### src/rtl/serial_add_46.sv
// Bit-serial adder: one full-adder slice, LSB-first, registered carry.
// Optional subtract mode enabled by defining SERIAL_ADD_SUB_EN.
module serial_add_46 #(
    parameter int WIDTH = 8
) (
    input  logic             clk,
    input  logic             rst,
    input  logic             start,
    input  logic [WIDTH-1:0] a,
    input  logic [WIDTH-1:0] b,
`ifdef SERIAL_ADD_SUB_EN
    input  logic             sub,
`endif
    output logic             busy,
    output logic             done,
    output logic [WIDTH-1:0] sum,
    output logic             cout
);

    localparam int CW = (WIDTH > 2) ? $clog2(WIDTH) : 1;

    typedef enum logic [1:0] {
        IDLE,
        RUN,
        DONE
    } state_t;

    state_t           state;
    state_t           state_n;
    logic [CW-1:0]    cnt;
    logic             c;
    logic [WIDTH-1:0] a_sr;
    logic [WIDTH-1:0] b_sr;
    logic [WIDTH-1:0] r_sr;
    logic             sub_q;
    logic             sub_in;
    logic             bb;
    logic             s;
    logic             cn;
    logic             last;
    logic             load;

`ifdef SERIAL_ADD_SUB_EN
    assign sub_in = sub;
`else
    assign sub_in = 1'b0;
`endif

    always_comb begin
        bb      = b_sr[0] ^ sub_q;
        s       = a_sr[0] ^ bb ^ c;
        cn      = (a_sr[0] & bb) | (a_sr[0] & c) | (bb & c);
        last    = (cnt == CW'(WIDTH - 1));
        load    = start && (state != RUN);
        state_n = state;
        unique case (state)
            IDLE:    if (start) state_n = RUN;
            RUN:     if (last) state_n = DONE;
            DONE:    state_n = start ? RUN : IDLE;
            default: state_n = IDLE;
        endcase
    end

    always_ff @(posedge clk) begin
        if (rst) begin
            state <= IDLE;
            cnt   <= '0;
            c     <= 1'b0;
            a_sr  <= '0;
            b_sr  <= '0;
            r_sr  <= '0;
            sub_q <= 1'b0;
            busy  <= 1'b0;
            done  <= 1'b0;
            sum   <= '0;
            cout  <= 1'b0;
        end else begin
            state <= state_n;
            busy  <= (state_n == RUN);
            done  <= (state_n == DONE);
            if (load) begin
                a_sr  <= a;
                b_sr  <= b;
                sub_q <= sub_in;
                cnt   <= '0;
                c     <= sub_in;
            end else if (state == RUN) begin
                a_sr <= a_sr >> 1;
                b_sr <= b_sr >> 1;
                r_sr <= {s, r_sr[WIDTH-1:1]};
                cnt  <= cnt + CW'(1);
                c    <= cn;
                // Last edge: the final sum bit joins the bits already shifted in
                if (last) begin
                    sum  <= {s, r_sr[WIDTH-1:1]};
                    cout <= cn ^ sub_q;
                end
            end
        end
    end

endmodule

### config.mk
export PLATFORM = sky130hd
export DESIGN_NAME = serial_add_46
export DESIGN_NICKNAME = d
export VERILOG_FILES = /design/src/rtl/serial_add_46.sv
export SDC_FILE = /design/constraint.sdc
export NUM_CORES = 1
export LEC_CHECK = 0
export BUFFER_PORTS_ARGS = -buffer_cell sky130_fd_sc_hd__buf_2
export CAP_MARGIN = 20
export CORE_MARGIN = 2
export CORE_UTILIZATION = 54
export DETAILED_ROUTE_END_ITERATION = 8
export GPL_ROUTABILITY_DRIVEN = 0
export HOLD_SLACK_MARGIN = 0.1
export PLACE_DENSITY = 0.78
export SLEW_MARGIN = 20
export SYNTH_ARGS = -nofsm -noshare
export SYNTH_HDL_FRONTEND = slang
export SYNTH_SLANG_ARGS = --single-unit
### constraint.sdc
create_clock -name clk -period 1.9 [get_ports clk]
set_clock_uncertainty 0.1 [all_clocks]
set_input_delay 0.285 -clock clk [delete_from_list [all_inputs] [get_ports clk]]
set_output_delay 0.285 -clock clk [all_outputs]
set_load 0.005 [all_outputs]
Yosys cells after proc, flatten, opt, wreduce, memory -nomap -nowiden
Index checks and enable logic that the tools add are counted.
{"block": "word_totals", "ff_bits": 41, "latchBits": 0, "mem_bits_rw": 0, "rom_bits": 0, "input_bits": 19, "output_inout_bits": 11, "word_cells": 39, "mem_count": 0}
{"block": "op_classes", "addsub": 1, "n_mul": 0, "n_div": 0, "magnitude_cmp": 0, "eq_ne": 6, "shift": 0, "n_mux": 8, "bitwise_logic": 8, "n_reduce_logical": 6}
{"operator": "2-to-1 mux 8 bit", "n": 4}
{"operator": "one-hot mux 2 bit (3 select lines)", "n": 1}
{"operator": "== test 2 x 1 -> 1 bit, second input constant", "n": 2}
{"operator": "== test 2 bit, second input constant", "n": 2}
{"operator": "2-to-1 mux 2 bit", "n": 2}
{"operator": "adder 3 x 1 -> 3 bit, second input constant", "n": 1}
{"operator": "bitwise AND 1 bit", "n": 3}
{"operator": "== test 3 bit, second input constant", "n": 1}
{"operator": "AND reduction 3 bit", "n": 1}
{"operator": "zero test 2 bit", "n": 1}
{"operator": "!= test 2 x 1 -> 1 bit, second input constant", "n": 1}
{"operator": "OR 1 bit", "n": 2}
{"operator": "AND reduction 2 bit", "n": 1}
{"operator": "nonzero test 2 bit", "n": 1}
{"operator": "OR reduction 2 bit", "n": 1}
{"operator": "XOR 1 bit", "n": 2}
{"operator": "logical AND 1 bit", "n": 1}
{"operator": "2-to-1 mux 1 bit", "n": 1}
{"operator": "inverter 1 bit", "n": 1}

Longest topological paths before layout
Gate-level depths: netlist of run 1.
{"block": "depth", "depth_word": 4, "ltp_mapped": 6, "depth_no_buf": 5}

Worst setup path before layout of run 1
OpenSTA, ideal clock, no wires.
{"block": "synth_path", "kind": "reg-to-reg", "from": "register cnt[0]", "to": "register sum[3]", "t_arrival_ps": 1084, "required_ps": 1659, "setup_slack_ps": 575, "stages_incl_launch_ff": 7, "n_path_buf": 1, "period_less_slack_ps": 1325, "path_cell_list": "dfxtp_1 -> ha_1 -> ha_1 -> and3b_1 -> buf_2 -> nand2_1 -> a21oi_1"}
{"block": "synth_via", "elab_chain_len": 2}
{"item": "from (decl)", "line_no": "30", "source": "logic [CW-1:0] cnt;"}
{"item": "from (signal assigned)", "line_no": "91", "source": "cnt <= cnt + CW'(1);"}
{"item": "== test 3 bit", "line_no": "53", "source": "last = (cnt == CW'(WIDTH - 1));"}
{"item": "AND reduction 3 bit (no line)"}
{"item": "to (signal assigned)", "line_no": "95", "source": "sum <= {s, r_sr[WIDTH-1:1]};"}
{"item": "to (decl)", "line_no": "16", "source": "output logic [WIDTH-1:0] sum,"}
Every way passes these cells.
A chain may end at the register's enable or synchronous reset.

Worst setup path after layout of run 1
{"block": "layout_path", "from": "register cnt[0]", "to": "register sum[7]"}
The elaborated chain is that of the path after synthesis.

==> results of run 1 <==
state kept, by name (all words and copies together) (netlist names), 2 cells and up:
signal	count
sum	8
state	2
r_sr	7
cnt	3
b_sr	8
a_sr	8
final cells by class:
| class | instances | area share, % |
|---|---|---|
| inverter | 1 | 0.204 |
| clock buffer | 6 | 2.78 |
| multi-input combinational | 118 | 41.2 |
| tap | 31 | 2.10 |
| timing repair buffer | 32 | 9.77 |
| sequential | 40 | 43.4 |
| clock inverter | 2 | 0.543 |
logic make-up after synthesis:
kind of cell / count (synthesis) / share of synthesized area [%]
simple gates: 64 / 16.8
flops: 40 / 48.9
compound gates: 35 / 17.0
mux: 16 / 9.77
buf+inv: 14 / 4.81
fa+ha+maj: 3 / 2.75
per-layer routing:
layer | vias to the layer above | wire length [um]
met4 | 0 | 64
met5 | - | 0
met3 | 8 | 144
li1 | 637 | -
met2 | 26 | 1440
met1 | 580 | 1250
worst max-delay path, cell delays in order, from the launching register on:
cell and delay [ns]:
dfxtp_1 0.34, ha_1 0.20, ha_1 0.20, nand3b_1 0.33, nand2_1 0.10, a21oi_1 0.16
final timing paths:
kind,to,cells past startpoint,slack (ns)
worst max-delay path,sum[7],5,0.41
worst min-delay path,b_sr[7],3,0.15
worst max register to register,sum[7],5,0.41
worst min register to register,sum[4],2,0.36
power by group through the flow:
| stage | sequential, mW | combinational (mW) | clock [mW] |
|---|---|---|---|
| global route | 0.906 | 0.202 | 0.482 |
| global placement | 0.917 | 0.173 | 0 |
| detailed placement | 0.920 | 0.182 | 0 |
| CTS | 0.901 | 0.183 | 0.449 |
| floorplan | 0.914 | 0.141 | 0 |
| finish | 0.900 | 0.180 | 0.437 |
cells in the final DEF, fill, tap and decap left out:
cell,count
fa_1,1
a211oi_2,13
a211oi_1,1
buf_2,29
nand2b_1,2
dfxtp_1,40
clkinv_2,2
nor3_1,2
nor2_1,18
clkbuf_8,1
and2b_1,1
buf_4,2
nand3b_1,5
a2bb2oi_1,1
inv_1,1
mux2i_1,16
a21oi_1,20
clkbuf_4,5
nand2_1,35
ha_1,2
and3b_1,1
buf_12,1
per-stage QoR:
step | hold WS, ns | cell area [um^2] | std cells | worst slack [ns] | utilization (%)
after floorplan | 0.332 | 1640 | 172 | 0.575 | -
after global placement | 0.341 | 1780 | 222 | 0.496 | 63.0
after detailed placement | 0.348 | 1780 | 222 | 0.434 | 63.0
after CTS | 0.150 | 1840 | 230 | 0.404 | 65.2
after global routing | 0.155 | 1840 | 230 | 0.284 | 65.2
final | 0.150 | 1840 | 230 | 0.412 | 65.2
==> flow_summary.html, run 1 <==
<table>
<tr><th>Metric</th><th>Value</th></tr>
<tr><th colspan="2">Run status</th></tr>
<tr><td>Outcome</td><td>complete, no violations</td></tr>
<tr><th colspan="2">Synthesis</th></tr>
<tr><td>Number of standard cells after synthesis</td><td>172</td></tr>
<tr><td>Count of flip-flops with a built-in enable after synthesis</td><td>0</td></tr>
<tr><td>Cell type with the highest aggregate area in the netlist</td><td>dfxtp_1</td></tr>
<tr><td>Mapped Nets</td><td>194</td></tr>
<tr><td>Dominant cells by area after synthesis</td><td>dfxtp_1 49%, a211oi_2 9.9%, mux2i_1 9.8%, nand2_1 8.0%, a21oi_1 6.1%</td></tr>
<tr><td>Per-instance average area after synthesis</td><td>9.53 um^2</td></tr>
<tr><td>Top FF cell, synth</td><td>dfxtp_1</td></tr>
<tr><td>Sequential element share of the synthesized area</td><td>48.9%</td></tr>
<tr><td>Synthesized area</td><td>~0.0016 mm^2</td></tr>
<tr><td>Cell variety after synth</td><td>21</td></tr>
<tr><td>Commonest cells post-synth</td><td>40 x dfxtp_1, 35 x nand2_1, 20 x a21oi_1</td></tr>
<tr><td>Total number of yosys warnings</td><td>0</td></tr>
<tr><td>Number of flip-flops and latches in the synthesized netlist</td><td>40</td></tr>
<tr><td>Most numerous cell in the Yosys netlist</td><td>dfxtp_1</td></tr>
<tr><td>Share of the synthesized area in the top cell type</td><td>48.9%</td></tr>
<tr><td>Async SR Flop Fraction</td><td>0%</td></tr>
<tr><th colspan="2">Power</th></tr>
<tr><td>Net Sw Power</td><td>0.383 mW</td></tr>
<tr><td>Post-route total power</td><td>1.52 mW</td></tr>
<tr><td>Worst voltage drop across the vdd grid</td><td>around 0.60 mV</td></tr>
<tr><td>Power per Cell Area</td><td>822 mW/mm^2</td></tr>
<tr><td>Leakage dissipation</td><td>0.782 nW</td></tr>
<tr><td>Clock share of power</td><td>28.8%</td></tr>
<tr><td>Switching part of the total power</td><td>25.3%</td></tr>
<tr><td>Combinational power share</td><td>about an eighth</td></tr>
<tr><td>Sequential share of power</td><td>59.3%</td></tr>
<tr><td>Int Pwr</td><td>1.13 mW</td></tr>
<tr><th colspan="2">Route</th></tr>
<tr><td>Count of nets left with antenna violations after detail routing</td><td>0</td></tr>
<tr><td>Total number of vias</td><td>1251</td></tr>
<tr><td>Post-route DRC</td><td>0</td></tr>
<tr><td>Router iterations before antenna repair</td><td>4</td></tr>
<tr><td>Ratio of routed vias to standard cells</td><td>5.44</td></tr>
<tr><td>Iteration-0 DRC count of the detailed router</td><td>50</td></tr>
<tr><td>Wire length per cell</td><td>12.6 um</td></tr>
<tr><td>Wire length after detailed routing</td><td>between 2000 and 3000 um</td></tr>
<tr><th colspan="2">Hold path</th></tr>
<tr><td>Hold path startpoint</td><td>b[7]</td></tr>
<tr><td>Worst min-delay path category</td><td>input port to register</td></tr>
<tr><th colspan="2">STA</th></tr>
<tr><td>Final worst-path cycle share</td><td>78.3%</td></tr>
<tr><td>Final Setup Violations</td><td>0</td></tr>
<tr><td>Fmax</td><td>672 MHz</td></tr>
<tr><td>Time the final worst path needs with I/O delays and setup</td><td>1.49 ns</td></tr>
<tr><td>Unrepaired setup endpoints after global routing</td><td>no</td></tr>
<tr><td>Slew margin rel.</td><td>64.9%</td></tr>
<tr><td>Hold violation count in the final report</td><td>0</td></tr>
<tr><td>Setup TNS Final</td><td>0 ns</td></tr>
<tr><td>Worst Max-Slew Pin Slew</td><td>0.527 ns</td></tr>
<tr><td>Max Slew Vio Count</td><td>0</td></tr>
<tr><th colspan="2">Clock network</th></tr>
<tr><td>TritonCTS Buffers</td><td>5</td></tr>
<tr><td>CTS tree</td><td>done</td></tr>
<tr><td>Number of buffers on the longest clock path</td><td>2</td></tr>
<tr><td>Root Buffer Master</td><td>clkbuf_4</td></tr>
<tr><td>Number of H-tree levels</td><td>2</td></tr>
<tr><td>Number of buffers added for setup after CTS</td><td>0</td></tr>
<tr><td>Hold-fix buffers, CTS</td><td>0</td></tr>
<tr><td>Number of clock sinks seen by CTS</td><td>40</td></tr>
<tr><td>Worst-path clk slew</td><td>approximately 0.11 ns</td></tr>
<tr><td>Post-cts resize count</td><td>0</td></tr>
<tr><td>Clk_lat worst skew</td><td>0.34 ns</td></tr>
<tr><th colspan="2">Global routing</th></tr>
<tr><td>Remaining Overflow, GRT</td><td>0</td></tr>
<tr><td>Maximum number of pins on one net before global-route repair</td><td>29</td></tr>
<tr><td>Initial antenna violation count</td><td>0</td></tr>
<tr><td>Fraction of met3 tracks used by global routing</td><td>under 10%</td></tr>
<tr><td>Vias in the first global route</td><td>1222</td></tr>
<tr><td>Global-route wire length before repair</td><td>between 4000 and 5000 um</td></tr>
<tr><td>Met2 layer usage reported by global route</td><td>33.2%</td></tr>
<tr><td>Met1 demand-to-capacity share in global routing</td><td>roughly a fifth</td></tr>
<tr><td>Highest-utilization routing layer at the global route stage</td><td>met2</td></tr>
<tr><td>Overall routing resource usage</td><td>19.1%</td></tr>
<tr><th colspan="2">Final layout</th></tr>
<tr><td>Share of cells above drive strength 1</td><td>a little over a quarter</td></tr>
<tr><td>Area of combinational cells with multiple inputs</td><td>759 um^2</td></tr>
<tr><td>Area Growth Syn to Fin</td><td>12.5%</td></tr>
<tr><td>Count of nets after finishing</td><td>220</td></tr>
<tr><td>Fillcell total</td><td>255</td></tr>
<tr><td>Antenna diode count</td><td>0</td></tr>
<tr><td>Sequential cell area</td><td>801 um^2</td></tr>
<tr><th colspan="2">Flow run</th></tr>
<tr><td>Number of max-cap violations</td><td>0</td></tr>
<tr><th colspan="2">Floorplan</th></tr>
<tr><td>Chip height</td><td>59.1 um</td></tr>
<tr><td>Overall die width</td><td>a little under 60 um</td></tr>
<tr><td>Overall die area</td><td>0.00349 mm^2</td></tr>
<tr><td>Top-Level Pins</td><td>30</td></tr>
<tr><td>Initial core utilization</td><td>57.9%</td></tr>
<tr><td>Placement Rows</td><td>19</td></tr>
<tr><td>Area inside the core boundary</td><td>0.00283 mm^2</td></tr>
<tr><th colspan="2">Worst setup path</th></tr>
<tr><td>Element type at the critical path end</td><td>register</td></tr>
<tr><td>Maximum fanout along the worst path</td><td>11</td></tr>
<tr><td>CP Class</td><td>register to register</td></tr>
<tr><td>Crit path required time</td><td>approximately 2.1 ns</td></tr>
<tr><td>Startpoint of the most critical setup path</td><td>cnt[0]</td></tr>
<tr><td>Reg2Reg Launch Point</td><td>cnt[0]</td></tr>
<tr><td>Endpoint arrival time on the critical path</td><td>~1.7 ns</td></tr>
<tr><td>Crit path launch type</td><td>register</td></tr>
<tr><th colspan="2">Place</th></tr>
<tr><td>Post-DP HPWL</td><td>2050 um</td></tr>
<tr><td>Port Buffer Count</td><td>29</td></tr>
</table>
Power figures use the tool's default switching activity.
==> run 2, diff against run 1 <==
clock period = 1.6 ns   (was 1.9 ns; I/O delays follow)
==> run 2 against run 1 <==
  * Routed wire length decreased by 0.72%
  * Clock power up 67%
  * Critical path depth unchanged
  * Setup slack worse by 0.25 ns
  * Fmax is 3.6% higher
  * Register-to-register slack got worse by 0.25 ns
  * First-iteration DRC count grew 2.0%
  * Non-clock buffer count is 3 higher
  * Critical path type unchanged
  * Largest cell class unchanged
==> flow_summary.html, run 2 (synthesized netlist as in run 1, its figures left out) <==
<table>
<tr><th>Metric</th><th>Value</th></tr>
<tr><th colspan="2">Run status</th></tr>
<tr><td>Outcome</td><td>complete, no violations (unchanged)</td></tr>
<tr><th colspan="2">STA</th></tr>
<tr><td>Unrepaired setup endpoints after global routing</td><td>no (unchanged)</td></tr>
<tr><td>Setup TNS Final</td><td>0 ns (unchanged)</td></tr>
<tr><td>Time the final worst path needs with I/O delays and setup</td><td>1.44 ns (was 1.49 ns)</td></tr>
<tr><td>Worst Max-Slew Pin Slew</td><td>0.533 ns (was 0.527 ns)</td></tr>
<tr><td>Final worst-path cycle share</td><td>89.8% (was 78.3%)</td></tr>
<tr><td>Final Setup Violations</td><td>0 (unchanged)</td></tr>
<tr><td>Slew margin rel.</td><td>64.4% (was 64.9%)</td></tr>
<tr><td>Fmax</td><td>696 MHz (was 672 MHz)</td></tr>
<tr><td>Max Slew Vio Count</td><td>0 (unchanged)</td></tr>
<tr><td>Post-layout worst setup margin</td><td>0.163 ns (was 0.412 ns)</td></tr>
<tr><td>Worst hold slack</td><td>0.146 ns (was 0.150 ns)</td></tr>
<tr><td>Hold violation count in the final report</td><td>0 (unchanged)</td></tr>
<tr><th colspan="2">Final layout</th></tr>
<tr><td>Highest-count cells in the layout ignoring fill and taps</td><td>40 x dfxtp_1, 35 x nand2_1, 29 x buf_2, 20 x a21oi_1, 18 x nor2_1 (unchanged)</td></tr>
<tr><td>Final std cell area, no fill</td><td>0.00192 mm^2 (was 0.00184 mm^2)</td></tr>
<tr><td>Leading cell type in the layout, fill and taps excluded</td><td>dfxtp_1 (unchanged)</td></tr>
<tr><td>Count of nets after finishing</td><td>223 (was 220)</td></tr>
<tr><td>Antenna diode count</td><td>0 (unchanged)</td></tr>
<tr><td>Regs by FF count</td><td>a_sr: 8 flops, b_sr: 8 flops, sum: 8 flops (unchanged)</td></tr>
<tr><td>Area Growth Syn to Fin</td><td>17.0% (was 12.5%)</td></tr>
<tr><td>Share of cells above drive strength 1</td><td>26.7% (was 26.6%)</td></tr>
<tr><th colspan="2">Route</th></tr>
<tr><td>Count of nets left with antenna violations after detail routing</td><td>0 (unchanged)</td></tr>
<tr><td>Wire length per cell</td><td>12.3 um (was 12.6 um)</td></tr>
<tr><td>Wire length after detailed routing</td><td>2880 um (was 2900 um)</td></tr>
<tr><td>Iteration-0 DRC count of the detailed router</td><td>51 (was 50)</td></tr>
<tr><td>Router iterations before antenna repair</td><td>4 (unchanged)</td></tr>
<tr><td>Ratio of routed vias to standard cells</td><td>5.39 (was 5.44)</td></tr>
<tr><td>Post-route DRC</td><td>0 (unchanged)</td></tr>
<tr><td>Total number of vias</td><td>1257 (was 1251)</td></tr>
<tr><th colspan="2">Place</th></tr>
<tr><td>Post-DP HPWL</td><td>1960 um (was 2050 um)</td></tr>
<tr><td>Setup WS pre-CTS</td><td>0.140 ns (was 0.434 ns)</td></tr>
<tr><td>Port Buffer Count</td><td>29 (unchanged)</td></tr>
<tr><td>Placed standard-cell area</td><td>0.00180 mm^2 (was 0.00178 mm^2)</td></tr>
<tr><th colspan="2">Global routing</th></tr>
<tr><td>Initial antenna violation count</td><td>0 (unchanged)</td></tr>
<tr><td>Overall routing resource usage</td><td>19.2% (was 19.1%)</td></tr>
<tr><td>Maximum number of pins on one net before global-route repair</td><td>29 (unchanged)</td></tr>
<tr><td>Vias in the first global route</td><td>1188 (was 1222)</td></tr>
<tr><td>Global-route wire length before repair</td><td>5020 um (was 4950 um)</td></tr>
<tr><td>Remaining Overflow, GRT</td><td>0 (unchanged)</td></tr>
<tr><th colspan="2">Worst setup path</th></tr>
<tr><td>Slowest cell delay on critical path</td><td>0.37 ns (was 0.34 ns)</td></tr>
<tr><td>Reg2Reg Launch Point</td><td>cnt[0] (unchanged)</td></tr>
<tr><td>Cell with the largest stage delay on the worst path</td><td>dfxtp_1 (unchanged)</td></tr>
<tr><td>Path depth of the worst reg2reg path</td><td>5 (unchanged)</td></tr>
<tr><td>Most common cell type on the critical path</td><td>ha_1 (unchanged)</td></tr>
<tr><td>Maximum fanout along the worst path</td><td>9 (was 11)</td></tr>
<tr><td>Crit-path leading delay family</td><td>simple AND/OR/NAND/NOR gates (unchanged)</td></tr>
<tr><td>Worst-case register-to-register setup slack</td><td>0.16 ns (was 0.41 ns)</td></tr>
<tr><td>Element type at the critical path end</td><td>register (unchanged)</td></tr>
<tr><td>Endpoint arrival time on the critical path</td><td>1.63 ns (was 1.67 ns)</td></tr>
<tr><td>Count of buffer and inverter cells on the critical path</td><td>0 (unchanged)</td></tr>
<tr><td>CP Class</td><td>register to register (unchanged)</td></tr>
<tr><td>Crit path launch type</td><td>register (unchanged)</td></tr>
<tr><td>R2R Path End</td><td>sum[7] (unchanged)</td></tr>
<tr><td>Critical path cell sequence</td><td>ha_1 &gt; ha_1 &gt; and3b_1 &gt; nand2_1 &gt; a21oi_1 (was ha_1 &gt; ha_1 &gt; nand3b_1 &gt; nand2_1 &gt; a21oi_1)</td></tr>
<tr><td>Crit path required time</td><td>1.79 ns (was 2.08 ns)</td></tr>
<tr><td>Instance count on the critical path</td><td>5 (unchanged)</td></tr>
<tr><th colspan="2">Clock network</th></tr>
<tr><td>Number of buffers on the longest clock path</td><td>2 (unchanged)</td></tr>
<tr><td>Worst-path clk slew</td><td>0.12 ns (was 0.11 ns)</td></tr>
<tr><td>CTS tree</td><td>done (unchanged)</td></tr>
<tr><td>Number of clock sinks seen by CTS</td><td>40 (unchanged)</td></tr>
<tr><td>Clk_lat worst skew</td><td>0.35 ns (was 0.34 ns)</td></tr>
<tr><td>Root Buffer Master</td><td>clkbuf_4 (unchanged)</td></tr>
<tr><td>Post-cts resize count</td><td>0 (unchanged)</td></tr>
<tr><td>Number of H-tree levels</td><td>2 (unchanged)</td></tr>
<tr><td>TritonCTS Buffers</td><td>5 (unchanged)</td></tr>
<tr><th colspan="2">Power</th></tr>
<tr><td>Power per Cell Area</td><td>1050 mW/mm^2 (was 822 mW/mm^2)</td></tr>
<tr><td>Worst voltage drop across the vdd grid</td><td>0.711 mV (was 0.603 mV)</td></tr>
<tr><td>Leakage dissipation</td><td>0.813 nW (was 0.782 nW)</td></tr>
<tr><th colspan="2">Flow run</th></tr>
<tr><td>Number of max-cap violations</td><td>0 (unchanged)</td></tr>
<tr><th colspan="2">Hold path</th></tr>
<tr><td>Worst Hold Path EP</td><td>b_sr[0] (was b_sr[7])</td></tr>
<tr><td>Hold path startpoint</td><td>b[0] (was b[7])</td></tr>
<tr><td>Worst min-delay path category</td><td>input port to register (unchanged)</td></tr>
<tr><td>Min-Delay Path Depth</td><td>3 (unchanged)</td></tr>
<tr><th colspan="2">Floorplan</th></tr>
<tr><td>Placement Rows</td><td>19 (unchanged)</td></tr>
<tr><td>Top-Level Pins</td><td>30 (unchanged)</td></tr>
<tr><td>Overall die width</td><td>59.1 um (unchanged)</td></tr>
<tr><td>Overall die area</td><td>0.00349 mm^2 (unchanged)</td></tr>
<tr><td>Chip height</td><td>59.1 um (unchanged)</td></tr>
<tr><td>Area inside the core boundary</td><td>0.00283 mm^2 (unchanged)</td></tr>
<tr><td>Initial core utilization</td><td>57.9% (unchanged)</td></tr>
</table>
-- run 2: layout make-up --
cell class | instances | area (um^2)
timing repair buffer | 35 | 220
clock buffer | 7 | 65.1
clock inverter | 1 | 30.0
inverter | 1 | 3.75
tap | 31 | 38.8
multi-input combinational | 118 | 759
fill | 219 | 911
sequential | 40 | 801
-- run 2: worst register-to-register path: stages, from the launching register on --
cell and delay [ns]:
dfxtp_1 0.37, ha_1 0.16, ha_1 0.17, and3b_1 0.36, nand2_1 0.10, a21oi_1 0.13
-- run 2: power breakdown --
part           switching [mW]  internal, mW
Combinational           0.120         0.103
Sequential             0.0261          1.04
Clock                   0.315         0.415
Total                   0.461          1.56
-- run 2: timing repair --
| action | 4_1_cts | 5_1_grt |
|---|---|---|
| endpoints found under the setup margin | 0 | 7 |
| hold buffers | 1 | 1 |
| endpoints found under the hold margin | 1 | 1 |
| buffers inserted | 0 | 1 |
-- run 2: worst max-delay path by stage --
| stage | from | endpoint | slack [ns] |
|---|---|---|---|
| 2_1_floorplan | cnt[0] | sum[3] | 0.28 |
| 3_3_place_gp | cnt[0] | sum[6] | 0.20 |
| 3_5_place_dp | cnt[0] | sum[4] | 0.14 |
| 4_1_cts | cnt[0] | sum[2] | 0.11 |
| 5_1_grt | cnt[0] | cout | 0.02 |
| 6_report | cnt[0] | sum[7] | 0.16 |
-- run 2: per-stage QoR --
stage	util, %	power (mW)	instances
after floorplan	-	1.25	172
after global placement	63.5	1.30	222
after detailed placement	63.5	1.31	222
after CTS	67.2	2.03	231
after global routing	67.8	2.11	233
final	67.8	2.02	233
-- run 2: layer usage --
| layer | vias up | routed length, um | global-route usage [%] |
|---|---|---|---|
| li1 | 643 | - | - |
| met1 | 585 | 1290 | 22.4 |
| met2 | 22 | 1390 | 31.7 |
| met3 | 7 | 128 | 5.46 |
| met4 | 0 | 65 | 10.7 |
| met5 | - | 0 | 0 |
==> run 3, diff against run 2 <==
CORE_MARGIN = 4   (was 2)
==> run 3 against run 2 <==
  * Non-clock buffer count is 1 higher
  * Flip-flop and latch count stayed put
  * First-iteration DRC count shrank 12%
  * Register-to-register slack about the same
  * Via count increased by 0.80%
  * Critical endpoint is now cout
  * Cell count increased by 0.43%
  * Total power shrank 4.6%
  * Design area shrank 1.4%
  * Sequential share of layout area up 0.58 points
  * Global-route usage decreased by 2.6 points
  * Sequential power hardly changed
  * Routed wire length rose by 9.8%
==> flow_summary.html, run 3 (synthesized netlist as in run 1, its figures left out) <==
<table>
<tr><th>Metric</th><th>Value</th></tr>
<tr><th colspan="2">Run status</th></tr>
<tr><td>Outcome</td><td>complete, no violations (unchanged)</td></tr>
<tr><th colspan="2">Route</th></tr>
<tr><td>Post-route DRC</td><td>0 (unchanged)</td></tr>
<tr><td>Iteration-0 DRC count of the detailed router</td><td>45 (was 51)</td></tr>
<tr><td>Ratio of routed vias to standard cells</td><td>5.41 (was 5.39)</td></tr>
<tr><td>Count of nets left with antenna violations after detail routing</td><td>0 (unchanged)</td></tr>
<tr><td>Router iterations before antenna repair</td><td>5 (was 4)</td></tr>
<tr><td>Wire length per cell</td><td>13.5 um (was 12.3 um)</td></tr>
<tr><td>Total number of vias</td><td>1267 (was 1257)</td></tr>
<tr><td>Wire length after detailed routing</td><td>3160 um (was 2880 um)</td></tr>
<tr><th colspan="2">Floorplan</th></tr>
<tr><td>Placement Rows</td><td>19 (unchanged)</td></tr>
<tr><td>Chip height</td><td>63.1 um (was 59.1 um)</td></tr>
<tr><td>Overall die area</td><td>0.00398 mm^2 (was 0.00349 mm^2)</td></tr>
<tr><td>Top-Level Pins</td><td>30 (unchanged)</td></tr>
<tr><td>Overall die width</td><td>63.1 um (was 59.1 um)</td></tr>
<tr><td>Area inside the core boundary</td><td>0.00283 mm^2 (unchanged)</td></tr>
<tr><td>Initial core utilization</td><td>57.9% (unchanged)</td></tr>
<tr><th colspan="2">Worst setup path</th></tr>
<tr><td>Maximum fanout along the worst path</td><td>7 (was 9)</td></tr>
<tr><td>CP Class</td><td>register to register (unchanged)</td></tr>
<tr><td>Element type at the critical path end</td><td>register (unchanged)</td></tr>
<tr><td>Endpoint arrival time on the critical path</td><td>1.62 ns (was 1.63 ns)</td></tr>
<tr><td>Crit path required time</td><td>1.78 ns (was 1.79 ns)</td></tr>
<tr><td>Crit path launch type</td><td>register (unchanged)</td></tr>
<tr><th colspan="2">Final layout</th></tr>
<tr><td>Highest-count cells in the layout ignoring fill and taps</td><td>40 x dfxtp_1, 35 x nand2_1, 29 x buf_2, 20 x a21oi_1, 18 x nor2_1 (unchanged)</td></tr>
<tr><td>Leading cell type in the layout, fill and taps excluded</td><td>dfxtp_1 (unchanged)</td></tr>
<tr><td>Fillcell total</td><td>229 (was 219)</td></tr>
<tr><td>Area Growth Syn to Fin</td><td>15.4% (was 17.0%)</td></tr>
<tr><td>Count of placed standard cells in the final layout, fillers left out</td><td>234 (was 233)</td></tr>
<tr><td>Antenna diode count</td><td>0 (unchanged)</td></tr>
<tr><td>Share of cells above drive strength 1</td><td>27.1% (was 26.7%)</td></tr>
<tr><td>Count of nets after finishing</td><td>224 (was 223)</td></tr>
<tr><td>Area of combinational cells with multiple inputs</td><td>759 um^2 (unchanged)</td></tr>
<tr><td>Sequential cell area</td><td>801 um^2 (unchanged)</td></tr>
<tr><td>Regs by FF count</td><td>a_sr: 8 flops, b_sr: 8 flops, sum: 8 flops (unchanged)</td></tr>
<tr><th colspan="2">Clock network</th></tr>
<tr><td>Root Buffer Master</td><td>clkbuf_4 (unchanged)</td></tr>
<tr><td>Clk_lat worst skew</td><td>0.34 ns (was 0.35 ns)</td></tr>
<tr><td>Post-cts resize count</td><td>0 (unchanged)</td></tr>
<tr><td>Number of H-tree levels</td><td>2 (unchanged)</td></tr>
<tr><td>Number of clock sinks seen by CTS</td><td>40 (unchanged)</td></tr>
<tr><td>Worst-path clk slew</td><td>0.12 ns (about the same)</td></tr>
<tr><td>TritonCTS Buffers</td><td>5 (unchanged)</td></tr>
<tr><td>CTS tree</td><td>done (unchanged)</td></tr>
<tr><td>Number of buffers on the longest clock path</td><td>2 (unchanged)</td></tr>
<tr><th colspan="2">STA</th></tr>
<tr><td>Worst Max-Slew Pin Slew</td><td>0.532 ns (was 0.533 ns)</td></tr>
<tr><td>Max Slew Vio Count</td><td>0 (unchanged)</td></tr>
<tr><td>Unrepaired setup endpoints after global routing</td><td>no (unchanged)</td></tr>
<tr><td>Hold violation count in the final report</td><td>0 (unchanged)</td></tr>
<tr><td>Final worst-path cycle share</td><td>90.1% (was 89.8%)</td></tr>
<tr><td>Final Setup Violations</td><td>0 (unchanged)</td></tr>
<tr><td>Setup TNS Final</td><td>0 ns (unchanged)</td></tr>
<tr><td>Fmax</td><td>694 MHz (was 696 MHz)</td></tr>
<tr><td>Time the final worst path needs with I/O delays and setup</td><td>1.44 ns (about the same)</td></tr>
<tr><td>Slew margin rel.</td><td>64.6% (was 64.4%)</td></tr>
<tr><th colspan="2">Global routing</th></tr>
<tr><td>Remaining Overflow, GRT</td><td>0 (unchanged)</td></tr>
<tr><td>Maximum number of pins on one net before global-route repair</td><td>41 (was 29)</td></tr>
<tr><td>Overall routing resource usage</td><td>16.7% (was 19.2%)</td></tr>
<tr><td>Vias in the first global route</td><td>1233 (was 1188)</td></tr>
<tr><td>Initial antenna violation count</td><td>0 (unchanged)</td></tr>
<tr><td>Global-route wire length before repair</td><td>5240 um (was 5020 um)</td></tr>
<tr><th colspan="2">Flow run</th></tr>
<tr><td>Number of max-cap violations</td><td>0 (unchanged)</td></tr>
<tr><th colspan="2">Place</th></tr>
<tr><td>Port Buffer Count</td><td>29 (unchanged)</td></tr>
<tr><td>Post-DP HPWL</td><td>2100 um (was 1960 um)</td></tr>
<tr><td>Count of placed standard cells including taps</td><td>222 (unchanged)</td></tr>
<tr><th colspan="2">Hold path</th></tr>
<tr><td>Worst min-delay path category</td><td>input port to register (unchanged)</td></tr>
<tr><th colspan="2">Power</th></tr>
<tr><td>Power per Cell Area</td><td>1020 mW/mm^2 (was 1050 mW/mm^2)</td></tr>
<tr><td>Worst voltage drop across the vdd grid</td><td>0.736 mV (was 0.711 mV)</td></tr>
<tr><td>Leakage dissipation</td><td>0.803 nW (was 0.813 nW)</td></tr>
</table>
-- run 3: cell count changes in the layout (fill, tap and decap cells not counted), sizes merged --
cell         change
buf              +2
clkinv           +1
dlygate4sd3      -1
clkbuf           -1
-- run 3: path summary, 6_finish.rpt --
path	startpoint	endpoint	slack, ns	cells after the start
worst max register to register	cnt[0]	cout	0.16	6
worst min-delay path	b[7]	b_sr[7]	0.11	3
worst min register to register	sum[6]	sum[6]	0.37	2
worst max-delay path	cnt[0]	cout	0.16	6
-- run 3: power breakdown --
part | internal (mW) | switching (mW)
combinational | 0.0961 | 0.119
clock | 0.328 | 0.316
sequential | 1.04 | 0.0267
-- run 3: per-stage QoR --
step           hold slack [ns]  instance area (um^2)  util (%)  setup WS [ns]  total power [mW]
2_1_floorplan            0.332                  1640         -          0.275              1.25
3_3_place_gp             0.342                  1780      63.0          0.188              1.29
3_5_place_dp             0.353                  1780      63.0          0.110              1.31
4_1_cts                  0.113                  1870      66.1         0.0936              1.94
5_1_grt                  0.110                  1890      66.9         0.0330              2.01
6_report                 0.111                  1890      66.9          0.159              1.93
-- run 3: worst max-delay path, cell delays in order (launching register included) --
cell and delay (ns):
dfxtp_1 0.34, ha_1 0.19, ha_1 0.20, nand3b_1 0.17, buf_4 0.18, nand2_1 0.06, a21oi_1 0.14
-- run 3: final cells by class --
cell class                 instances  share of cell area (%)
sequential                        40                    42.3
multi-input combinational        118                    40.1
timing repair buffer              36                    11.2
clock buffer                       6                    2.18
tap                               31                    2.05
clock inverter                     2                    1.85
inverter                           1                   0.198
-- run 3: per-layer routing --
| layer | track usage (%) | share of wire (%) | wire (um) |
|---|---|---|---|
| met5 | 0 | 0 | 0 |
| met4 | 7.44 | 1.3 | 41 |
| met3 | 5.86 | 4.4 | 139 |
| met2 | 30.0 | 52 | 1630 |
| met1 | 17.2 | 43 | 1340 |
-- run 3: repair_timing --
action | in CTS | in global routing
setup endpoints to repair | 0 | 3
hold buffers | 1 | 0
endpoints found under the hold margin | 1 | 0
setup buffers | 0 | 3
